File: src/rtl/demux4_buf_if.sv
// Handshake and data bundle for demux4_buf: one producer port, four buffered consumer ports.
// master = producer/consumer side driving d, s, in_valid, out_ready; slave = the demux itself.
interface demux4_buf_if #(
  parameter int N = 64
);
  logic [N-1:0] d;
  logic [1:0]   s;
  logic         in_valid;
  logic         in_ready;
  logic [N-1:0] y0;
  logic [N-1:0] y1;
  logic [N-1:0] y2;
  logic [N-1:0] y3;
  logic [3:0]   out_valid;
  logic [3:0]   out_ready;
  logic [31:0]  xfer_count;

  modport master (
    output d, s, in_valid, out_ready,
    input  in_ready, y0, y1, y2, y3, out_valid, xfer_count
  );

  modport slave (
    input  d, s, in_valid, out_ready,
    output in_ready, y0, y1, y2, y3, out_valid, xfer_count
  );
endinterface

File: src/rtl/demux4_buf.sv
// 1-to-4 demux with a one-word hold register per channel; 1-cycle latency, in_ready follows only the target channel.
// Define DEMUX4_ROUND_ROBIN_EN to ignore s and steer words round-robin (ch0..ch3) on each accept.
module demux4_buf #(
  parameter int N = 64
) (
  input  logic          clk,
  input  logic          reset,
  demux4_buf_if.slave   bus
);

  typedef enum logic {EMPTY = 1'b0, FULL = 1'b1} ch_state_t;

  ch_state_t    st  [4];
  logic [N-1:0] y_q [4];
  logic [31:0]  cnt;
  logic [1:0]   t;
  logic         acc;

`ifdef DEMUX4_ROUND_ROBIN_EN
  logic [1:0] rr_ptr;

  always_ff @(posedge clk or negedge reset) begin
    if (!reset) begin
      rr_ptr <= 2'd0;
    end else if (acc) begin
      rr_ptr <= rr_ptr + 2'd1;
    end
  end

  assign t = rr_ptr;
`else
  assign t = bus.s;
`endif

  // A full target may still accept when it drains in the same cycle.
  assign bus.in_ready = (st[t] == EMPTY) | bus.out_ready[t];
  assign acc          = bus.in_valid & bus.in_ready;

  always_ff @(posedge clk or negedge reset) begin
    if (!reset) begin
      for (int i = 0; i < 4; i++) begin
        st[i]  <= EMPTY;
        y_q[i] <= '0;
      end
      cnt <= '0;
    end else begin
      for (int i = 0; i < 4; i++) begin
        if (acc && (t == 2'(i))) begin
          st[i]  <= FULL;
          y_q[i] <= bus.d;
        end else if (bus.out_ready[i]) begin
          st[i]  <= EMPTY;
        end
      end
      if (acc) begin
        cnt <= cnt + 32'd1;
      end
    end
  end

  assign bus.out_valid  = {st[3] == FULL, st[2] == FULL, st[1] == FULL, st[0] == FULL};
  assign bus.y0         = y_q[0];
  assign bus.y1         = y_q[1];
  assign bus.y2         = y_q[2];
  assign bus.y3         = y_q[3];
  assign bus.xfer_count = cnt;

endmodule
File: src/flat_wrapper.sv
// flat-port wrapper written by rule: the top's interface ports become plain ports
module demux4_buf_flat 
#(
  parameter int N = 64
)
  (clk, reset, bus_d, bus_s, bus_in_valid, bus_out_ready, bus_in_ready, bus_y0, bus_y1, bus_y2, bus_y3, bus_out_valid, bus_xfer_count);
  demux4_buf_if #(.N(N)) bus_i ();
  input  logic clk;
  input  logic reset;
  input wire logic [$bits(bus_i.d)-1:0] bus_d;
  input wire logic [$bits(bus_i.s)-1:0] bus_s;
  input wire logic [$bits(bus_i.in_valid)-1:0] bus_in_valid;
  input wire logic [$bits(bus_i.out_ready)-1:0] bus_out_ready;
  output wire logic [$bits(bus_i.in_ready)-1:0] bus_in_ready;
  output wire logic [$bits(bus_i.y0)-1:0] bus_y0;
  output wire logic [$bits(bus_i.y1)-1:0] bus_y1;
  output wire logic [$bits(bus_i.y2)-1:0] bus_y2;
  output wire logic [$bits(bus_i.y3)-1:0] bus_y3;
  output wire logic [$bits(bus_i.out_valid)-1:0] bus_out_valid;
  output wire logic [$bits(bus_i.xfer_count)-1:0] bus_xfer_count;
  assign bus_i.d = bus_d;
  assign bus_i.s = bus_s;
  assign bus_i.in_valid = bus_in_valid;
  assign bus_i.out_ready = bus_out_ready;
  assign bus_in_ready = bus_i.in_ready;
  assign bus_y0 = bus_i.y0;
  assign bus_y1 = bus_i.y1;
  assign bus_y2 = bus_i.y2;
  assign bus_y3 = bus_i.y3;
  assign bus_out_valid = bus_i.out_valid;
  assign bus_xfer_count = bus_i.xfer_count;
  demux4_buf #(.N(N)) u_core (.clk(clk), .reset(reset), .bus(bus_i));
endmodule
File: config.mk
export PLATFORM = sky130hd
export DESIGN_NAME = demux4_buf_flat
export DESIGN_NICKNAME = d
export VERILOG_FILES = /design/src/rtl/demux4_buf_if.sv /design/src/rtl/demux4_buf.sv /design/src/flat_wrapper.sv
export SDC_FILE = /design/constraint.sdc
export NUM_CORES = 1
export LEC_CHECK = 0
export BUFFER_PORTS_ARGS = -buffer_cell sky130_fd_sc_hd__buf_2
export CORE_MARGIN = 2
export CORE_UTILIZATION = 40
export CTS_CLUSTER_SIZE = 28
export DETAILED_ROUTE_END_ITERATION = 16
export PLACE_DENSITY = 0.61
export SYNTH_ARGS = -nofsm -noshare
export SYNTH_HDL_FRONTEND = slang
export SYNTH_SLANG_ARGS = --single-unit
File: constraint.sdc
create_clock -name clk -period 3.9 [get_ports clk]
set_input_delay 0.585 -clock clk [delete_from_list [all_inputs] [get_ports clk]]
set_output_delay 0.585 -clock clk [all_outputs]
set_load 0.005 [all_outputs]
Yosys cells after proc, flatten, opt, wreduce, memory -nomap -nowiden --
Cells that the tools add are included.
Word-level totals: flip-flop bits (word level) 292, output and inout bits 293, word-level logic and storage cells 41, input port bits 73
Cells by class: reduce and logical (&&, ||, !) cells 9, mux-type cells 13, add/subtract/negate cells 1, equal/unequal tests 3, magnitude comparators 2, bitwise gates (word level) 4
Operators by type and width (count):
- 32-bit by 1-bit adder with 32-bit output (second input constant) | 1
- 1-bit two-way mux | 11
- 2-bit nonzero test | 4
- 1-bit binary-select mux with 2-bit select | 2
- 2-bit equality test (second input constant) | 2
- 1-bit logical AND | 4
- 3-bit >= comparator (second input constant) | 1
- 2-bit by 3-bit less-than comparator with 1-bit output (second input constant) | 1
- 2-bit inverter with 3-bit output | 1
- 2-bit by 1-bit equality test with 1-bit output (second input constant) | 1
- 2-bit logical NOT | 1
- 1-bit bitwise AND | 1
- 1-bit inverter | 1
- 1-bit bitwise OR | 1

Longest topological paths before layout --
Gate-level depths: netlist of run 1.
depth after elaboration 9, gate-level depth with buffers 6, gate-level depth less buffers 5

Worst setup path after synthesis of run 1 --
Ideal clock, no wire load.
path kind input-to-output, start input bus_s[1], end output bus_in_ready, path buffers 1, arrival time 1.471 ns, stages on the path 3, required time 3.315 ns, slack 1.844 ns, cell sequence buf_2 mux4_2 clkinv_1
On the way: cells in the longest elaborated chain, start to end 6, elaborated cells on any way between the ends 8, classes of those cells mux: 5; bitwise: 3
RTL lines:
- start: declaration | RTL line flat_wrapper.sv:11 | input wire logic [$bits(bus_i.s)-1:0] bus_s;
- 2-bit inverter with 3-bit output (not written as such) | RTL line demux4_buf.sv:36 | assign bus.in_ready = (st[t] == EMPTY) | bus.out_ready[t];
- 1-bit binary-select mux with 2-bit select | RTL line demux4_buf.sv:36
- 1-bit two-way mux (not written as such) (2 in series) | RTL line demux4_buf.sv:36
- 1-bit inverter | RTL line demux4_buf.sv:36
- 1-bit bitwise OR * | RTL line demux4_buf.sv:36
- end: declaration | RTL line flat_wrapper.sv:14 | output wire logic [$bits(bus_i.in_ready)-1:0] bus_in_ready;
Mark *: on every way between the ends. The rest lies on a longest branch, timed or not. The select of a mux whose other input is x is not followed.

Worst setup path after layout of run 1 --
start register u_core.st, in the netlist u_core.bus.out_valid[1], end output bus_in_ready
On the way: cells in the longest elaborated chain, start to end 5
RTL lines:
- start: declaration | RTL line demux4_buf.sv:13 | ch_state_t st [4];
- start signal: indexed assignment | RTL line demux4_buf.sv:42 | st[i] <= EMPTY;
- start signal: indexed assignment | RTL line demux4_buf.sv:49 | st[i] <= FULL;
- start signal: indexed assignment | RTL line demux4_buf.sv:52 | st[i] <= EMPTY;
- 1-bit binary-select mux with 2-bit select | RTL line demux4_buf.sv:36
- 1-bit two-way mux (not written as such) (2 in series) | RTL line demux4_buf.sv:36
- 1-bit inverter | RTL line demux4_buf.sv:36
- 1-bit bitwise OR | RTL line demux4_buf.sv:36
No other way between the ends. The select of a mux whose other input is x is not followed.

==> summary.txt, run 1 <==
Status: complete, no violations
Register area share after synthesis: 64.48%
DR vias: 7409
Final period utilization: 80.44%
Pin count of the biggest net entering global routing: 108
Initial cell density of the core: 40.68%
Number of flops mapped to enable cells by yosys: 0
Total Power: 8.657 mW
Area occupied by multi-input gates: 3851 µm²
GR Util met1: 23.92%
Switch Pwr: 2.226 mW
Worst VDD drop: 0.3592 mV
Worst slew pin tran: 1.044 ns
FF+latch count, synth: 292
Vias in the first global route: 7584
Type of origin of the critical path: flip-flop
CTS resizes: 0
Synth warn: 0
Ratio of cells with drive above 1 in the final layout: 62.46%
Tightest Hold Check Type: in -> async
Dominant synthesized flop cell: dfrtp_1
Core footprint: 27860 µm²
# setup viols final: 0
Synth Cell Area: 11330 µm²
Clock slew at reported path FFs: 0.06 ns
Clock root buffer: clkbuf_16
ANT nets after route: 0
CP Max Fanout: 25
Cts hold-fix bufs: 0
Reg-to-Reg Start: u_core.bus.out_valid[1]
Fillers: 2415
CP required: 3.31 ns
Fmax: 318.8 MHz
Avg WL per Cell: 18.96 µm
Slew Limit Headroom: 30.37%
Clk sinks: 292
Critical path class: reg -> out
Comb pwr share: 18.6%
Crit. Startpoint: u_core.bus.out_valid[1]
Sequential Power Share: 45.6%
Layout area overhead: 29.98%
Tot GR Track Use: 18.83%
Drt pass-1 iters: 4
Main area contributors after synthesis: dfrtp_1 64%, mux2_2 25%, xor2_1 1.5%
Largest area contributor in the netlist: dfrtp_1
Worst Setup End Kind: primary output
Maximum capacitance violations: 0
Iteration-0 DRC Markers: 334
# rows: 61
PortBufs: 365
Reg area: 7307 µm²
Die Span Y: 172.3 µm
Clock buffer count from CTS: 34
Setup TNS: 0 ns
Final Hold Viols: 0
Clk Latency, worst-skew pair: 0.49 ns
H-tree Lvls: 2
RSZ-0062 raised after global routing: no
Average cell area after synthesis: 15.87 µm²
First-pass GRT wire length: 43280 µm
LEAKAGE: 7.061 nW
Clock power share: 35.7%
Final Skew: 0.009094 ns
# DRC: 0
Slew Limit Fails: 0
Post-CTS Setup Inserts: 0
Nets: 1168
PwrDens: 587.8 nW/µm²
Share of the synthesized area in the top cell type: 64.48%
Vias per cell: 4.956
Chip width: 172.3 µm
Period minus WS final: 3.137 ns
Remaining global-route overflow: 0
GR met3 Demand/Resource: 6.706%
Distinct cell type count after synthesis: 31
Grt met2 use: 30.17%
Die ar.: 29690 µm²
DRT Wirelength: 28340 µm
Post-Syn Instances: 714
Antenna violations before repair: 2
Arrival time worst endpoint: 2.55 ns
Clock buffer depth: 3
Pint: 6.431 mW
Grt peak-use layer: met2
Fraction of registers with async set/reset: 100.0%
RD Place Congestion: 0.7591
Mapped Nets: 788
TritonCTS clock tree: built
HPWL after detailed placement: 19330 µm
I/O Pins: 366
Switch share: 25.72%
cell families (layout without fill, tap and decap cells):
family	Yosys count	count (layout)	share of synthesized area, %
multiplexers	258	258	25.74
buffers and inverters	40	442	1.711
AND/OR/NAND/NOR	90	90	5.476
flip-flops	292	292	64.48
AO/OA/AOI/OAI	2	2	0.08833
other	0	1	0
XOR/XNOR	31	31	2.396
adder cells (fa/ha/maj)	1	1	0.1104
critical path, cell delays in order, from the launching register on:
cell	delay, ns
dfrtp_1	0.35
nor2b_1	0.29
mux4_2	0.74
clkinv_1	0.43
buf_2	0.23
path summary, 6_finish.rpt:
kind | slack [ns] | endpoint | depth (start not counted)
setup / recovery | 0.76 | bus_in_ready | 4
hold / removal | 0.12 | u_core.bus.y3[24] | 1
setup reg to reg | 1.41 | u_core.bus.xfer_count[1] | 5
hold reg to reg | 0.48 | u_core.bus.xfer_count[31] | 1
max in group asynchronous | 2.84 | u_core.bus.y0[53] | 2
min in group clk | 0.35 | u_core.bus.out_valid[2] | 3
per-stage QoR:
step | hold slack [ns] | instance area (µm²) | cells | util (%) | setup slack (ns)
after floorplan | 0.2894 | 11330 | 714 | - | 1.844
after global placement | 0.4639 | 13620 | 1436 | 48.90 | 0.9470
after detailed placement | 0.4691 | 13620 | 1436 | 48.90 | 0.9606
after CTS | 0.1893 | 14730 | 1494 | 52.86 | 0.7459
after global routing | 0.2160 | 14730 | 1495 | 52.87 | 0.6202
final | 0.1174 | 14730 | 1495 | 52.87 | 0.7630
cell usage in the layout, fill, tap and decap left out, types with 2 or more instances in the layout:
cell | synthesis | final
clkinvlp_4 | 0 | 2
xor2_1 | 20 | 20
nor3_4 | 0 | 2
clkbuf_1 | 6 | 7
clkbuf_8 | 0 | 6
and2_1 | 3 | 3
clkinv_2 | 0 | 5
nand2b_1 | 5 | 5
nand2_1 | 13 | 12
clkbuf_16 | 0 | 37
nor2b_1 | 4 | 4
xnor2_1 | 11 | 11
o21ai_0 | 2 | 2
and3_1 | 3 | 3
nor3_1 | 7 | 7
buf_2 | 23 | 364
inv_1 | 6 | 6
buf_12 | 0 | 3
nor4_2 | 13 | 13
dfrtp_1 | 292 | 292
nand3_1 | 8 | 8
mux2_1 | 10 | 10
mux2_2 | 247 | 247
nand4_1 | 14 | 14
and4_1 | 5 | 5
nor2_1 | 5 | 5
buf_4 | 0 | 9
nor4_1 | 3 | 3
or4_4 | 2 | 2
Yosys cell counts (6+ instances only):
cell	n
nor4_2	13
xnor2_1	11
mux2_1	10
inv_1	6
xor2_1	20
buf_2	23
mux2_2	247
nand4_1	14
clkbuf_1	6
nor3_1	7
nand2_1	13
nand3_1	8
dfrtp_1	292
area by class of cell:
type | count | area share (%)
multi-input combinational | 382 | 26.15
sequential | 292 | 49.61
timing repair buffer | 377 | 13.34
antenna | 1 | 0.01699
inverter | 7 | 0.1784
clock buffer | 50 | 7.025
clock inverter | 8 | 0.4757
tap | 378 | 3.211
registers in the layout, indices dropped and copies added, names as in the netlist:
register,count
u_core.bus.y0,64
u_core.bus.y1,64
u_core.bus.y2,64
u_core.bus.y3,64
u_core.bus.xfer_count,32
u_core.bus.out_valid,4
per-layer routing:
metal	wire (µm)	up-vias	share of wire [%]
met2	13100	286	46
met4	731	2	2.6
met3	2633	52	9.3
met1	11870	3747	42
li1	-	3322	-
met5	13	-	0.046
power by group through the flow:
stage          clock network (mW)  logic (mW)  registers (mW)
4_1_cts                      3.18        1.65            3.95
5_1_grt                      3.31        1.78            4.03
3_5_place_dp                    0        1.64            3.99
3_3_place_gp                    0        1.63            3.97
6_report                     3.09        1.61            3.95
2_1_floorplan                   0       0.636            4.04
Note: power is estimated with default switching activity, not from simulation.
==> run 2: changes to the inputs <==
- PLACE_DENSITY: 0.61 -> 0.64
- clock period: 3.9 -> 2.8 ns (I/O delays scaled with it)
==> run 2 against run 1 <==
Clock power grew 34%; clock-buffer cell count shrank 8; die area is the same; critical path depth is the same; register-to-register slack lost 0.71 ns; sequential power grew 39%; clock skew grew 0.0023 ns; sequential share of layout area shrank 0.32 points; worst setup slack lost 0.58 ns; cell count grew 0.67%; via count shrank 0.57%; largest power group unchanged.
==> summary.txt, run 2 (synthesis gave the netlist of run 1 again) <==
Nets: 1176 (+0.68%)
Initial cell density of the core: 40.68% (unchanged)
Comb pwr share: 19.1% (+0.5 points)
First-pass GRT wire length: 45110 µm (+4.2%)
Arrival time worst endpoint: 2.20 ns (-0.35 ns)
Switch share: 26.14% (+0.42 points)
Avg WL per Cell: 19.52 µm (+3.0%)
Switch Pwr: 3.118 mW (+40%)
Reg area: 7307 µm² (unchanged)
Tightest Hold Check Type: in -> reg
Chip width: 172.3 µm (unchanged)
Critical path's slowest cell: mux4_2
Clock buffer depth: 3 (unchanged)
Pre-CTS WS: 0.5287 ns (-0.4319 ns)
FF-to-FF path depth: 5 (unchanged)
Drt pass-1 iters: 4 (unchanged)
Pint: 8.809 mW (+37%)
Setup TNS: 0 ns (unchanged)
Clock root buffer: clkbuf_16
Remaining global-route overflow: 0 (unchanged)
CP Max Fanout: 12 (-52%)
Area occupied by multi-input gates: 3851 µm² (unchanged)
Clock power share: 34.7% (-1.0 points)
CTS resizes: 0 (unchanged)
Die ar.: 29690 µm² (unchanged)
Die Span Y: 172.3 µm (unchanged)
Vias per cell: 4.895 (-1.2%)
Pin count of the biggest net entering global routing: 73 (-32%)
RSZ-0062 raised after global routing: no
DRT Wirelength: 29380 µm (+3.7%)
Ratio of cells with drive above 1 in the final layout: 62.97% (+0.51 points)
Worst Setup End Kind: primary output
Critical path class: reg -> out
PortBufs: 365 (unchanged)
Total Power: 11.93 mW (+38%)
Final period utilization: 93.40%
Status: complete, no violations
Hold depth: 2
Core footprint: 27860 µm² (unchanged)
Type of origin of the critical path: flip-flop
# DRC: 0 (unchanged)
# rows: 61 (unchanged)
Final core occ: 53.22% (+0.35 points)
RD Place Congestion: 0.7650 (+0.78%)
PwrDens: 804.5 nW/µm² (+37%)
Worst VDD drop: 0.5025 mV (+40%)
Sequential Power Share: 46.2% (+0.6 points)
DR vias: 7367 (-0.57%)
Most common cell after layout, fill and taps aside: buf_2
Post-CTS Setup Inserts: 0 (unchanged)
Worst Slack Setup Final: 0.1847 ns (-0.5783 ns)
Slew Limit Headroom: 61.80% (+31 points)
Clk Latency, worst-skew pair: 0.55 ns (+0.06 ns)
Clk sinks: 292 (unchanged)
TritonCTS clock tree: built
Clock slew at reported path FFs: 0.07 ns (about the same)
Maximum capacitance violations: 0 (unchanged)
Cts hold-fix bufs: 1 (+1)
Worst hold path startpoint: bus_d[51]
LEAKAGE: 7.104 nW (+0.61%)
I/O Pins: 366 (unchanged)
# setup viols final: 0 (unchanged)
Worst slew pin tran: 0.5711 ns (-0.4734 ns)
Final Hold Viols: 0 (unchanged)
Crit. Startpoint: u_core.bus.out_valid[1]
Slew Limit Fails: 0 (unchanged)
Iteration-0 DRC Markers: 336 (+0.60%)
CP required: 2.38 ns (-0.93 ns)
Fillers: 2437 (+0.91%)
Antenna violations before repair: 1 (-1)
Layout area overhead: 30.83%
Reg-to-Reg Start: u_core.bus.out_valid[1]
Clock buffer count from CTS: 30 (-12%)
Final Skew: 0.01144 ns (+0.002343 ns)
CP peak stage delay: 0.50 ns (-0.24 ns)
H-tree Lvls: 1 (-1)
Commonest non-fill, non-tap cells in the layout: 364 x buf_2, 292 x dfrtp_1, 247 x mux2_2
Fmax: 382.4 MHz
CP cell instances: nor2b_1 -> mux4_2 -> clkinv_1 -> buf_2
ANT nets after route: 0 (unchanged)
Vias in the first global route: 7719 (+1.8%)
Period minus WS final: 2.615 ns
Tot GR Track Use: 19.59% (+0.76 points)
Final hold slack: 0.1333 ns (+0.01591 ns)
HPWL after detailed placement: 20710 µm (+7.2%)
run 2: final cells by class:
type | instances | share of cell area [%]
Antenna cell | 1 | 0.01688
Multi-Input combinational cell | 382 | 25.98
Clock inverter | 14 | 1.072
Inverter | 7 | 0.1772
Tap cell | 378 | 3.190
Timing Repair Buffer | 389 | 14.30
Clock buffer | 42 | 5.984
Sequential cell | 292 | 49.29
run 2: path summary, 6_finish.rpt:
check                                             to  slack (ns)
max in group asynchronous          u_core.bus.y0[54]        1.58
min reg2reg                         u_core.bus.y1[5]        0.48
min                                u_core.bus.y1[51]        0.13
max reg2reg                u_core.bus.xfer_count[31]        0.70
max                                     bus_in_ready        0.18
min in group asynchronous   u_core.bus.xfer_count[9]        0.43
run 2: worst max-delay path, delay by kind of cell, from the launching register on:
| family | cells | cell delay (ns) |
|---|---|---|
| buffers and inverters | 2 | 0.49 |
| DFF | 1 | 0.37 |
| and+or+nand+nor | 1 | 0.28 |
| muxes | 1 | 0.50 |
run 2: layer usage:
layer | GRT usage (%) | routed length, µm
met3 | 6.615 | 2795
met1 | 25.58 | 12410
met4 | 5.298 | 637
met2 | 31.31 | 13530
met5 | 0 | 0
run 2: per-stage QoR:
stage                     instances  cell area [µm²]
after global placement         1447            13770
after CTS                      1504            14820
after global routing           1504            14820
after detailed placement       1447            13770
after floorplan                 714            11330
final                          1505            14830
run 2: power groups by stage:
stage	Sequential, mW	Combinational [mW]	Clock, mW
after floorplan	5.63	0.885	0
after detailed placement	5.57	2.32	0
after global placement	5.54	2.28	0
after CTS	5.51	2.32	4.25
final	5.51	2.28	4.14
after global routing	5.62	2.52	4.43
